<file path="src/rtl/operand_fetch_stage.sv">
// Decode/operand-fetch stage: busy scoreboard, writeback bypass, ID/EX output register.
// Latency 1 cycle issue->out_valid; stalls upstream on hazards, a full un-consumed entry, or flush.
module operand_fetch_stage #(
    parameter int DATA_W    = 20,
    parameter int SEL_W     = 4,
    parameter int REG_COUNT = 16
) (
    input  logic                 clk,
    input  logic                 reset,
    input  logic                 in_valid,
    output logic                 in_ready,
    input  logic [DATA_W-1:0]    in_instr,
    output logic [SEL_W-1:0]     rf_r1_select,
    output logic [SEL_W-1:0]     rf_r2_select,
    input  logic [DATA_W-1:0]    rf_read1,
    input  logic [DATA_W-1:0]    rf_read2,
    input  logic                 wb_en,
    input  logic [SEL_W-1:0]     wb_select,
    input  logic [DATA_W-1:0]    wb_data,
    input  logic                 flush,
    output logic                 out_valid,
    input  logic                 out_ready,
    output logic [3:0]           out_opcode,
    output logic [SEL_W-1:0]     out_rd,
    output logic                 out_writes_rd,
    output logic [DATA_W-1:0]    out_op1,
    output logic [DATA_W-1:0]    out_op2,
    output logic [DATA_W-1:0]    out_imm,
    output logic [REG_COUNT-1:0] busy_mask
);

    logic [3:0]       opcode;
    logic [SEL_W-1:0] rd, rs1, rs2;
    logic [7:0]       imm8;
    logic             writes_rd, uses_rs1, uses_rs2;

    assign opcode = in_instr[19:16];
    assign rd     = in_instr[15:12];
    assign rs1    = in_instr[11:8];
    assign rs2    = in_instr[7:4];
    assign imm8   = in_instr[7:0];

    assign writes_rd = (opcode <= 4'hB);
    assign uses_rs2  = (opcode <= 4'h7) || (opcode == 4'hC) || (opcode == 4'hD);
    assign uses_rs1  = (opcode != 4'hF);

    assign rf_r1_select = rs1;
    assign rf_r2_select = rs2;

    logic [REG_COUNT-1:0] busy_q, busy_d;
    logic [REG_COUNT-1:0] wb_hit, eff_busy, flush_clr, issue_set;
    logic                 out_valid_q, out_valid_d;
    logic [3:0]           out_opcode_q;
    logic [SEL_W-1:0]     out_rd_q;
    logic                 out_writes_rd_q;
    logic [DATA_W-1:0]    out_op1_q, out_op2_q, out_imm_q;
    logic                 stall, issue;
    logic [DATA_W-1:0]    op1, op2, imm_ext;

    localparam logic [REG_COUNT-1:0] ONE = {{(REG_COUNT-1){1'b0}}, 1'b1};

    // A writeback landing this cycle retires the pending write, so it no longer blocks issue.
    assign wb_hit   = wb_en ? (ONE << wb_select) : '0;
    assign eff_busy = busy_q & ~wb_hit;

    assign stall = (uses_rs1  && eff_busy[rs1]) ||
                   (uses_rs2  && eff_busy[rs2]) ||
                   (writes_rd && eff_busy[rd]);

    assign in_ready = reset & ~flush & ~stall & (~out_valid_q | out_ready);
    assign issue    = in_valid & in_ready;

    assign op1     = (wb_en && wb_select == rs1) ? wb_data : rf_read1;
    assign op2     = (wb_en && wb_select == rs2) ? wb_data : rf_read2;
    assign imm_ext = {{(DATA_W-8){imm8[7]}}, imm8};

    // A squashed entry never reaches writeback, so its busy bit must be released here.
    assign flush_clr = (flush && out_valid_q && out_writes_rd_q) ? (ONE << out_rd_q) : '0;
    assign issue_set = (issue && writes_rd) ? (ONE << rd) : '0;

    always_comb begin
        busy_d = (busy_q & ~wb_hit & ~flush_clr) | issue_set;

        out_valid_d = out_valid_q;
        if (flush)
            out_valid_d = 1'b0;
        else if (issue)
            out_valid_d = 1'b1;
        else if (out_ready)
            out_valid_d = 1'b0;
    end

    always_ff @(posedge clk or negedge reset) begin
        if (!reset) begin
            busy_q          <= '0;
            out_valid_q     <= 1'b0;
            out_opcode_q    <= '0;
            out_rd_q        <= '0;
            out_writes_rd_q <= 1'b0;
            out_op1_q       <= '0;
            out_op2_q       <= '0;
            out_imm_q       <= '0;
        end else begin
            busy_q      <= busy_d;
            out_valid_q <= out_valid_d;
            if (issue) begin
                out_opcode_q    <= opcode;
                out_rd_q        <= rd;
                out_writes_rd_q <= writes_rd;
                out_op1_q       <= op1;
                out_op2_q       <= op2;
                out_imm_q       <= imm_ext;
            end
        end
    end

    assign out_valid     = out_valid_q;
    assign out_opcode    = out_opcode_q;
    assign out_rd        = out_rd_q;
    assign out_writes_rd = out_writes_rd_q;
    assign out_op1       = out_op1_q;
    assign out_op2       = out_op2_q;
    assign out_imm       = out_imm_q;
    assign busy_mask     = busy_q;

endmodule

</file>
<file path="config.mk">
export PLATFORM = sky130hd
export DESIGN_NAME = operand_fetch_stage
export DESIGN_NICKNAME = d
export VERILOG_FILES = /design/src/rtl/operand_fetch_stage.sv
export SDC_FILE = /design/constraint.sdc
export NUM_CORES = 1
export LEC_CHECK = 0
export CAP_MARGIN = 10
export CORE_UTILIZATION = 44
export CTS_CLUSTER_DIAMETER = 60
export DETAILED_ROUTE_END_ITERATION = 8
export PLACE_DENSITY = 0.82
export SYNTH_ARGS = -nofsm -noshare
export SYNTH_HDL_FRONTEND = slang
export SYNTH_SLANG_ARGS = --single-unit
export TNS_END_PERCENT = 10
</file>
<file path="constraint.sdc">
create_clock -name clk -period 2.8 [get_ports clk]
set_input_delay 0.56 -clock clk [delete_from_list [all_inputs] [get_ports clk]]
set_output_delay 0.56 -clock clk [all_outputs]
set_load 0.03 [all_outputs]
</file>
# Yosys cells after proc, flatten, opt, wreduce, memory -nomap -nowiden

Index checks and enable logic that the tools add are counted.

$add $sub $neg: 0
Multiply operators: 0
Div/mod/pow operators: 0
Order comparisons: 5
Eq/ne operators: 5
Shift operators: 3
Multiplexer cells: 14
Bitwise gates (word level): 13
Reductions and logical operators: 13

Operator list:

| cell                   | number |
|---|---|
| $mux W16               | 3 |
| $shl A1 B4 Y16 const A | 3 |
| $mux W20               | 2 |
| $and A16 B16 Y16       | 2 |
| $not A16 Y16           | 2 |
| $or A16 B16 Y16        | 1 |
| $lt A4 B5 Y1 const B   | 3 |
| $bmux W1 S4            | 3 |
| $eq A4 B4 Y1           | 2 |
| $eq A4 B4 Y1 const B   | 2 |
| $logic_and A1 B1 Y1    | 8 |
| $mux W1                | 6 |
| $and A1 B1 Y1          | 4 |
| $le A4 B3 Y1 const B   | 1 |
| $le A4 B4 Y1 const B   | 1 |
| $logic_or A1 B1 Y1     | 4 |
| $ne A4 B4 Y1 const B   | 1 |
| $not A1 Y1             | 3 |
| $reduce_bool A3 Y1     | 1 |
| $or A1 B1 Y1           | 1 |

Register bits: 74
Bits in latches: 0
Bits in writable memories: 0
ROM bits: 0
Input port bits: 90
Word-level logic and storage cells: 61
Memories kept: 0

# Depth between registers and ports, before layout

Gate-level depths: netlist of run 1.

Depth in word-level cells: 16
Gate-level depth with buffers: 10
Depth with buffers taken out: 7

# Least setup slack after synthesis of run 1

Ideal clock, no wire load.

Kind: input port to output port
Start: input port wb_select[2]
End: output port in_ready
Arrival time: 2.632 ns
Data required time: 2.240 ns
Slack: -0.392 ns
Cell stages on the path: 8
Cell sequence: buf_4 -> nand3b_1 -> o21a_1 -> mux2_2 -> o311a_1 -> a21oi_2 -> nand2_1 -> nor3_1

Word-level cells in the longest chain between the ends: 12

RTL lines:

| what                                          | line   | source |
|---|---|---|
| start, declared                               | 18     | `input logic [SEL_W-1:0] wb_select,` |
| $shl A1 B4 Y16 *                              | 63     | `assign wb_hit = wb_en ? (ONE << wb_select) : '0;` |
| $mux W16 *                                    | 63     |  |
| $not A16 Y16 *                                | 64     | `assign eff_busy = busy_q & ~wb_hit;` |
| $and A16 B16 Y16 *                            | 64     |  |
| $bmux W1 S4, on equally long branches         | 66, 67 |  |
| $mux W1, on equally long branches             | 66, 67 |  |
| $logic_and A1 B1 Y1, on equally long branches | 66, 67 |  |
| $logic_or A1 B1 Y1                            | 66     | `assign stall = (uses_rs1 && eff_busy[rs1]) \|\|` |
| $logic_or A1 B1 Y1 *                          | 67     | `(uses_rs2 && eff_busy[rs2]) \|\|` |
| $not A1 Y1 *                                  | 70     | `assign in_ready = reset & ~flush & ~stall & (~out_valid_q \| out_ready);` |
| $and A1 B1 Y1 * (2 in series)                 | 70     |  |
| end, declared                                 | 11     | `output logic in_ready,` |

Mark *: on every way between the ends. The rest lies on a longest branch, timed or not. The select of a mux whose other input is x is not followed.

# Worst setup path in the final report of run 1

Start: input port wb_select[0]
End: output port in_ready

The elaborated chain is that of the path after synthesis.

==> summary.md, run 1 <==
| Metric | Value |
|---|---|
| Cell area after placement | 6890 sq um |
| Wire length of the first global-routing pass | between 20 and 25 mm |
| Total congestion overflow | 0 |
| Maximum fanout along the worst path | 5 |
| Critical Path AT | between 2000 and 3000 ps |
| Synthesis-to-finish area growth | 65.5% |
| Synth Flop Type | sky130_fd_sc_hd__dfrtp_1 |
| Buf/Inv on CP | 3 |
| Fraction of synthesized cell area taken by the top area cell type | 41.1% |
| Num Clock Sinks | 74 |
| Share of final-layout standard cells stronger than drive strength 1 | between 30% and 40% |
| Routed via count divided by cell count | ~5.5 |
| IO Count | around 190 |
| Setup Slack @ Placement | -788 ps |
| Detail Route Antenna Nets | 0 |
| Final Critical Period | roughly 3000 ps |
| Leading cell types by count after synthesis | sky130_fd_sc_hd__dfrtp_1 (74), sky130_fd_sc_hd__mux2_2 (45), sky130_fd_sc_hd__mux2_1 (31) |
| Violations in the final reports | negative setup slack |
| Maximum clock path buffer count | 2 |
| Min setup slack post-route | -272 ps |
| DRC violations left | 0 |
| Final setup violation count | 64 |
| Total wirelength of the detailed-routed design | 15.6 mm |
| Required time of the critical path | around 2200 ps |
| Starting utilization of the core area | about 46% |
| Detailed Routing Iterations Pass 1 | 4 |
| Floorplan core area | between 9000 and 10000 sq um |
| Maximum achievable frequency | around 330 MHz |
| Post-CTS clock slew at the launch and capture registers of the worst setup and hold paths | approximately 90 ps |
| Part of the Yosys area used for sequential elements | 41.1% |
| Min-delay worst type | input port to async pin |
| Filler cell count | approximately 650 |
| Via count of the first global-routing pass | between 4000 and 5000 |
| Crit end category | output pin |
| Slew at the pin with the worst max-slew slack | around 900 ps |
| Number of distinct library cells after synthesis | about 50 |
| Final std cell area, no fill | about 7400 sq um |
| Mean instance size in the synthesized netlist | roughly 12 sq um |
| Post-synth EDFFs | 0 |
| Unrepaired setup endpoints after global routing | true |
| Routed vias | 4258 |
| Final clock period utilization by the worst path | 110% |
| Number of DRC markers in iteration 0 | 231 |
| Library cell with the highest instance count after synthesis | sky130_fd_sc_hd__dfrtp_1 |
| Average wire per standard cell | around 20 um |
| Full die area | around 11000 sq um |
| Die height | 103 um |
| Post-Synthesis Net Count | 479 |
| Number of max-slew violations in the final report | 0 |
| CTS Root Cell | sky130_fd_sc_hd__clkbuf_8 |
| Total number of placement rows | 36 |
| Power density over the cells | 657 nW/um^2 |
| Clock tree from TritonCTS | done |
| Final-stage net count | around 720 |
| Final hold violation count | 0 |
| Pin count of the biggest net entering global routing | 75 |
| Cell count after synthesis | 389 |
| Antenna violations before repair | 0 |
| Yosys warning count | 0 |
| Synthesis-stage register bit count | 74 |
| Leading area contributor after synthesis | sky130_fd_sc_hd__dfrtp_1 |
| Post-placement cell count | 738 |
| Lkg Pwr | between 3 and 4 nW |
| Mapped Area | 4500 sq um |
| Main area contributors after synthesis | sky130_fd_sc_hd__dfrtp_1 (41%), sky130_fd_sc_hd__mux2_2 (11%), sky130_fd_sc_hd__mux2_4 (8.0%) |
| Worst Path Class, Setup | input port to output pin |
| Antenna cell count | 0 |
| Series of cell instances along the critical path | buf_8 > or2b_4 > buf_6 > o21ai_2 > mux4_2 > a222oi_1 > a21boi_4 > nor3_4 > buf_6 |
| Final weighted congestion in routability-driven placement | a little under 1 |
| DIE WIDTH | between 100 and 150 um |
| Worst path top cell family by delay | compound AO/OA/AOI/OAI gates |
| Master of the slowest instance on the critical path | sky130_fd_sc_hd__a222oi_1 |
| Worst Setup Start Kind | input port |
| Quantity of I/O buffers inserted on ports | between 150 and 200 |
| TritonCTS buffer count | 9 |
| Run status | finished, violations left |
| Clock Skews | between 10 and 15 ps |
| Delay of the slowest cell on the worst path | about 480 ps |
| Synth async-reset ratio | 100% |
| Final standard cell count with taps included and fillers excluded | about 770 |
| Dpl hpwl | between 10 and 15 mm |
| Cell repeated most along the worst path | sky130_fd_sc_hd__buf_6 |
| Setup TNS after final layout | -9590 ps |
| Number of levels in the clock H-tree | 3 |
| Peak ir drop on the vdd network | between 400 and 500 uV |
| All-Layer GR Usage | about 31% |
| Number of violations of the max-capacitance limit | 0 |
| Clock latency reported for the late side of the worst-skew pair | between 300 and 400 ps |
| Worst slew margin relative to its limit | between 40% and 50% |
==> placed cells by master (no fill, tap or decap), types with 4 or more instances in the layout <==
cell / instances
sky130_fd_sc_hd__nor2_1: 14
sky130_fd_sc_hd__o21ai_2: 8
sky130_fd_sc_hd__nand2_1: 19
sky130_fd_sc_hd__mux2_1: 16
sky130_fd_sc_hd__xor2_1: 6
sky130_fd_sc_hd__buf_12: 6
sky130_fd_sc_hd__dfrtp_1: 74
sky130_fd_sc_hd__buf_6: 8
sky130_fd_sc_hd__nand2b_1: 6
sky130_fd_sc_hd__nor2b_1: 6
sky130_fd_sc_hd__o21ai_0: 7
sky130_fd_sc_hd__mux2_2: 44
sky130_fd_sc_hd__clkbuf_8: 9
sky130_fd_sc_hd__nand3b_1: 4
sky130_fd_sc_hd__buf_4: 79
sky130_fd_sc_hd__o22ai_1: 6
sky130_fd_sc_hd__clkdlybuf4s50_1: 172
sky130_fd_sc_hd__a21oi_1: 5
sky130_fd_sc_hd__o2111ai_1: 4
sky130_fd_sc_hd__mux2i_1: 4
sky130_fd_sc_hd__o21ai_1: 8
sky130_fd_sc_hd__mux2_4: 40
sky130_fd_sc_hd__a31o_1: 6
sky130_fd_sc_hd__nand3_1: 5
sky130_fd_sc_hd__nor3_1: 5
sky130_fd_sc_hd__o211ai_1: 11
==> area by class of cell <==
| cell class | count | area, sq um | share of cell area, % |
|---|---|---|---|
| clock buffer | 10 | 128 | 1.71 |
| clock inverter | 6 | 66.3 | 0.890 |
| inverter | 3 | 11.3 | 0.151 |
| multi-input combinational | 269 | 2540 | 34.1 |
| sequential | 74 | 1850 | 24.9 |
| tap | 133 | 166 | 2.23 |
| timing repair buffer | 276 | 2690 | 36.1 |
==> state kept, by name, indices dropped and copies added (netlist names) <==
| signal | count |
|---|---|
| out_opcode | 4 |
| out_op1 | 20 |
| out_op2 | 20 |
| out_writes_rd | 1 |
| out_imm | 8 |
| out_valid | 1 |
| out_rd | 4 |
| busy_mask | 16 |
==> power by group <==
group | switching [mW] | internal, mW
logic | 1.23 | 1.21
registers | 0.260 | 1.36
clock network | 0.421 | 0.413
total | 1.91 | 2.98
==> cells by family after synthesis <==
kind of cell    count (synthesis)  share of synthesized area, %
compound gates                 74                          11.5
flops                          74                          41.1
buf+inv                        46                          6.48
mux                           107                          29.4
simple gates                   80                          9.90
xor+xnor                        8                          1.56
==> repair_timing <==
action                                  4_1_cts  5_1_grt
hold buffers                                  0        0
pin swaps                                    13        0
endpoints found under the setup margin       75       75
gates resized for setup                      64        5
cloned                                        3        0
setup buffers                                11        3
==> stage by stage <==
| step | hold slack, ps | utilization (%) | total power, mW |
|---|---|---|---|
| 4_1_cts | 472 | 74.9 | 4.90 |
| 3_5_place_dp | 477 | 69.9 | 3.95 |
| 5_1_grt | 514 | 75.5 | 5.11 |
| 2_1_floorplan | 264 | - | 2.87 |
| 3_3_place_gp | 467 | 69.9 | 3.91 |
| 6_report | 446 | 75.5 | 4.90 |
==> worst paths after layout <==
kind,cells past startpoint,start,to,slack [ps]
max in group asynchronous,2,reset,busy_mask[8],1770
min,2,reset,busy_mask[14],450
max reg2reg,9,busy_mask[2],out_op1[17],-30
max,9,wb_select[0],in_ready,-270
min reg2reg,1,out_imm[6],out_imm[6],500
min in group clk,1,out_imm[6],out_imm[6],500
==> per-layer routing <==
| layer | routed length (um) | vias to the layer above | global-route usage (%) |
|---|---|---|---|
| met2 | 7560 | 234 | 51.8 |
| li1 | - | 1911 | - |
| met3 | 1280 | 43 | 7.53 |
| met5 | 0 | - | 0 |
| met1 | 6230 | 2070 | 37.5 |
| met4 | 514 | 0 | 13.1 |
(Power assumes the default switching activity.)
==> run 2: changes to the inputs <==
CORE_MARGIN = 2   (was not set)
==> summary.md, run 2 (synthesis gave the netlist of run 1 again) <==
| Metric | Value |
|---|---|
| Run status | finished, violations left |
| Synthesis-to-finish area growth | 61.4% |
| Total number of placement rows | 36 |
| Number of levels in the clock H-tree | 3 |
| Routed via count divided by cell count | ~5.5 |
| Dpl hpwl | 11.5 mm |
| Number of max-slew violations in the final report | 0 |
| Final Critical Period | around 3000 ps |
| Detail Route Antenna Nets | 0 |
| Violations in the final reports | negative setup slack |
| Final clock period utilization by the worst path | 106% |
| Critical Path AT | about 2400 ps |
| Number of violations of the max-capacitance limit | 0 |
| Clock tree from TritonCTS | done |
| Slack of the worst reg-to-reg path | 200 ps |
| Setup Slack @ Placement | -727 ps |
| Cell area after placement | around 6900 sq um |
| Worst Path Class, Setup | input port to output pin |
| Slew at the pin with the worst max-slew slack | 929 ps |
| Floorplan core area | between 9000 and 10000 sq um |
| Clock Skews | 9.57 ps |
| Min setup slack post-route | -155 ps |
| TritonCTS buffer count | 9 |
| Routed vias | around 4300 |
| Pin count of the biggest net entering global routing | 75 |
| Hold Slack | slightly below 500 ps |
| Crit end category | output pin |
| Worst slew margin relative to its limit | roughly two fifths |
| IO Count | around 190 |
| Setup TNS after final layout | -155 ps |
| Quantity of I/O buffers inserted on ports | 184 |
| Die height | between 100 and 150 um |
| Detailed Routing Iterations Pass 1 | 5 |
| DRC violations left | 0 |
| Average wire per standard cell | roughly 20 um |
| Required time of the critical path | roughly 2200 ps |
| Global-route met2 utilization | ~45% |
| Final setup violation count | 1 |
| Number of cell instances on the worst register-to-register path | 8 |
| CTS Root Cell | sky130_fd_sc_hd__clkbuf_8 |
| Starting utilization of the core area | between 40% and 50% |
| Global routing's busiest layer | met2 |
| Most used cells in the layout excluding fill and tap cells | sky130_fd_sc_hd__clkdlybuf4s50_1 (170), sky130_fd_sc_hd__buf_4 (84), sky130_fd_sc_hd__dfrtp_1 (74), sky130_fd_sc_hd__mux2_2 (44), sky130_fd_sc_hd__mux2_1 (31) |
| Number of buffers added to fix hold violations after cts | 0 |
| All-Layer GR Usage | about 27% |
| Met3 demand-to-capacity share in global routing | a little under 8% |
| Via count of the first global-routing pass | between 4000 and 5000 |
| Final-stage net count | about 700 |
| Total wirelength of the detailed-routed design | ~15 mm |
| Min-delay worst type | input port to async pin |
| Final std cell area, no fill | slightly above 7000 sq um |
| Peak ir drop on the vdd network | ~480 uV |
| Lkg Pwr | about 3 nW |
| Maximum clock path buffer count | 2 |
| Number of DRC markers in iteration 0 | approximately 270 |
| Worst Setup Start Kind | input port |
| DIE WIDTH | ~110 um |
| Clock latency reported for the late side of the worst-skew pair | 350 ps |
| Full die area | approximately 11000 sq um |
| Total congestion overflow | 0 |
| Antenna cell count | 0 |
| Post-CTS clock slew at the launch and capture registers of the worst setup and hold paths | roughly 70 ps |
| Num Clock Sinks | 74 |
| Final hold violation count | 0 |
| Power density over the cells | ~660 nW/um^2 |
| Maximum fanout along the worst path | 5 |
| Share of final-layout standard cells stronger than drive strength 1 | 32.7% |
| Wire length of the first global-routing pass | approximately 23 mm |
| Final weighted congestion in routability-driven placement | between 0.9 and 1 |
| Leading cell type in the layout, fill and taps excluded | sky130_fd_sc_hd__clkdlybuf4s50_1 |
| Unrepaired setup endpoints after global routing | true |
| Antenna violations before repair | 0 |
| Maximum achievable frequency | approximately 340 MHz |
| Global-route track usage on met1 | around 34% |
==> run 2: cell types whose count changed in the layout (fill, tap and decap cells not counted), sizes merged <==
cell,previous run,this run
buf,98,94
clkbuf,10,14
clkinvlp,3,0
clkdlybuf4s50,172,170
bufbuf,1,0
dlygate4sd2,3,4
dlymetal6s2s,2,3
inv,4,3
==> run 2: path summary, 6_finish.rpt <==
path,start,to
max in group asynchronous,reset,out_op1[9]
setup / recovery,wb_select[1],in_ready
hold reg to reg,out_op2[9],out_op2[9]
min in group clk,out_op2[9],out_op2[9]
hold / removal,reset,out_op2[13]
setup reg to reg,busy_mask[1],out_op2[4]
==> run 2: power breakdown <==
| group | internal [mW] | switching [mW] | leakage (nW) | total (mW) |
|---|---|---|---|---|
| clock | 0.461 | 0.386 | 0.101 | 0.847 |
| sequential | 1.36 | 0.239 | 0.918 | 1.60 |
| combinational | 1.14 | 1.22 | 2.02 | 2.36 |
| total | 2.96 | 1.85 | 3.04 | 4.80 |
==> run 2: final cells by class <==
type                            instances  area [sq um]
Tap cell                              133           166
Sequential cell                        74          1850
Clock inverter                          2          35.0
Fill cell                             678          2600
Inverter                                3          11.3
Multi-Input combinational cell        269          2480
Timing Repair Buffer                  271          2550
Clock buffer                           14           163
==> run 2: routing by layer <==
layer  up-vias  routed length [um]
met5         -                   0
met4         0                 464
met3        39                1440
met2       256                7110
met1      2046                6120
li1       1909                   -
==> run 2: worst max-delay path, cell delays in order <==
cell                       delay [ps]
sky130_fd_sc_hd__buf_8             80
sky130_fd_sc_hd__buf_4            100
sky130_fd_sc_hd__nand2_2          110
sky130_fd_sc_hd__buf_4            190
sky130_fd_sc_hd__o21a_1           250
sky130_fd_sc_hd__mux2_2           310
sky130_fd_sc_hd__a31oi_2          210
sky130_fd_sc_hd__a21boi_2          80
sky130_fd_sc_hd__buf_4            140
sky130_fd_sc_hd__nor3_4           200
sky130_fd_sc_hd__buf_6            160
==> run 2: through the flow <==
| step | cells | util, % | power [mW] |
|---|---|---|---|
| after global placement | 736 | 69.6 | 3.90 |
| after floorplan | 389 | - | 2.87 |
| final | 766 | 73.6 | 4.80 |
| after detailed placement | 736 | 69.6 | 3.93 |
| after CTS | 762 | 73.1 | 4.82 |
| after global routing | 766 | 73.6 | 5.01 |
==> run 2: repair_timing <==
item                                    4_1_cts  5_1_grt
endpoints found under the setup margin       71       39
buffers inserted                             10        4
pin swaps                                    12        4
gates resized for setup                      51        5
==> run 3: changes to the inputs <==
CAP_MARGIN = 20   (was 10)
PLACE_DENSITY = 0.88   (was 0.82)
==> summary.md, run 3 (synthesis gave the netlist of run 1 again) <==
| Metric | Value |
|---|---|
| Run status | finished, violations left |
| Violations in the final reports | negative setup slack |
| Die height | ~110 um |
| Min setup slack post-route | -267 ps |
| Quantity of I/O buffers inserted on ports | ~180 |
| Total congestion overflow | 0 |
| Clock latency reported for the late side of the worst-skew pair | between 300 and 400 ps |
| Maximum fanout along the worst path | 6 |
| Power density over the cells | 668 nW/um^2 |
| Peak ir drop on the vdd network | between 400 and 500 uV |
| Total wirelength of the detailed-routed design | 15.3 mm |
| Most used cells in the layout excluding fill and tap cells | sky130_fd_sc_hd__clkdlybuf4s50_1 (172), sky130_fd_sc_hd__dfrtp_1 (74), sky130_fd_sc_hd__buf_4 (70), sky130_fd_sc_hd__mux2_2 (45), sky130_fd_sc_hd__mux2_4 (35) |
| All-Layer GR Usage | between 20% and 30% |
| DRC violations left | 0 |
| CTS Root Cell | sky130_fd_sc_hd__clkbuf_8 |
| Final hold violation count | 0 |
| Wire length of the first global-routing pass | between 20 and 25 mm |
| Antenna cell count | 0 |
| Floorplan core area | slightly below 10000 sq um |
| Number of violations of the max-capacitance limit | 0 |
| Number of levels in the clock H-tree | 3 |
| Crit end category | output pin |
| Via count of the first global-routing pass | 4529 |
| Pin count of the biggest net entering global routing | 58 |
| Required time of the critical path | approximately 2200 ps |
| Final Critical Period | ~3100 ps |
| Share of total power in the clock network | 17.6% |
| Maximum clock path buffer count | 2 |
| Internal power | 2.98 mW |
| Setup TNS after final layout | -3000 ps |
| Final setup violation count | 42 |
| Average wire per standard cell | a little over 20 um |
| TritonCTS buffer count | 9 |
| Routed via count divided by cell count | between 5 and 6 |
| Maximum achievable frequency | between 300 and 400 MHz |
| Overall power after layout | 4.86 mW |
| Total number of placement rows | 36 |
| Unrepaired setup endpoints after global routing | true |
| Final clock period utilization by the worst path | 110% |
| Number of cell instances on the worst register-to-register path | 9 |
| Number of DRC markers in iteration 0 | 289 |
| Sequential Power Share | 33.1% |
| Share of final-layout standard cells stronger than drive strength 1 | around 34% |
| Share of total power consumed by net switching | between 30% and 40% |
| Slew at the pin with the worst max-slew slack | 710 ps |
| Final weighted congestion in routability-driven placement | 0.933 |
| Worst path top cell family by delay | compound AO/OA/AOI/OAI gates |
| Worst Setup Start Kind | input port |
| Buf/Inv on CP | 3 |
| Min-delay worst type | input port to async pin |
| Delay of the slowest cell on the worst path | 520 ps |
| Slack of the worst reg-to-reg path | 20 ps |
| Number of buffers added to fix hold violations after cts | 0 |
| Worst slew margin relative to its limit | between 50% and 60% |
| Comb pwr share | 49.3% |
| Starting utilization of the core area | a little under half |
| Antenna violations before repair | 0 |
| Master of the slowest instance on the critical path | sky130_fd_sc_hd__mux4_2 |
| DIE WIDTH | about 110 um |
| Worst Path Class, Setup | input port to output pin |
| Clock Skews | a little under 9 ps |
| Critical path depth in cells | 9 |
| Hold Slack | approximately 220 ps |
| Clock tree from TritonCTS | done |
| Series of cell instances along the critical path | buf_8 > or3b_4 > o21ai_2 > mux4_2 > a222oi_1 > a21boi_2 > buf_4 > nor3_4 > buf_6 |
| Num Clock Sinks | 74 |
| Number of max-slew violations in the final report | 0 |
| Dpl hpwl | about 11 mm |
| Full die area | about 11000 sq um |
| Detail Route Antenna Nets | 0 |
| IO Count | 185 |
| Critical Path AT | about 2500 ps |
| Synthesis-to-finish area growth | 61.6% |
| Final-stage net count | a little over 700 |
| Routed vias | 4254 |
| Detailed Routing Iterations Pass 1 | 5 |
| Leading cell type in the layout, fill and taps excluded | sky130_fd_sc_hd__clkdlybuf4s50_1 |
| Post-CTS clock slew at the launch and capture registers of the worst setup and hold paths | ~80 ps |
| Net switching power | roughly 1.9 mW |
| Lkg Pwr | between 3 and 4 nW |
## run 3: worst reg2reg max path: stages, from the launching register on
cell	delay [ps]
sky130_fd_sc_hd__dfrtp_1	450
sky130_fd_sc_hd__o21ai_2	100
sky130_fd_sc_hd__mux4_2	520
sky130_fd_sc_hd__a222oi_1	360
sky130_fd_sc_hd__a21boi_2	250
sky130_fd_sc_hd__buf_4	140
sky130_fd_sc_hd__and4b_4	260
sky130_fd_sc_hd__buf_6	140
sky130_fd_sc_hd__buf_12	150
sky130_fd_sc_hd__mux2_4	310
## run 3: final cells by class
cell class | instances | area, sq um
fillers | 657 | 2590
flip-flops and latches | 74 | 1850
multi-input cells | 269 | 2510
repair buffers | 264 | 2520
well taps | 133 | 166
clock buffers | 11 | 151
clock inverters | 4 | 51.3
inverters | 3 | 11.3
## run 3: layer usage
metal,wire length [um],track usage [%],share of wire [%],vias to the layer above
li1,-,-,-,1886
met3,1410,7.05,9.2,43
met5,0,0,0,-
met2,7270,45.2,48,268
met4,450,11.3,3.0,0
met1,6130,33.9,40,2057
## run 3: through the flow
step / setup WS (ps) / utilization [%] / std cells / instance area (sq um)
after floorplan: -118 / - / 389 / 4550
after global placement: -756 / 69.2 / 732 / 6820
after detailed placement: -771 / 69.2 / 732 / 6820
after CTS: -185 / 72.6 / 755 / 7160
after global routing: -280 / 73.7 / 758 / 7270
final: -267 / 73.7 / 758 / 7270
## run 3: final timing paths
check	startpoint	to
max in group asynchronous	reset	out_imm[3]
min	reset	out_op1[17]
max reg2reg	busy_mask[3]	out_op2[5]
max	wb_en	in_ready
min in group clk	out_op1[19]	out_op1[19]
min reg2reg	out_op1[19]	out_op1[19]
## run 3: power groups by stage
stage | sequential, mW | clock [mW] | combinational, mW
3_5_place_dp | 1.60 | 0 | 2.32
4_1_cts | 1.60 | 0.869 | 2.35
2_1_floorplan | 2.15 | 0 | 0.724
3_3_place_gp | 1.60 | 0 | 2.29
5_1_grt | 1.64 | 0.910 | 2.49
6_report | 1.61 | 0.855 | 2.39
## run 3: what timing repair did
action	CTS	global route
gates resized for setup	43	23
pin swaps	9	2
setup buffers	7	2
setup endpoints to repair	75	72
gates cloned	1	1
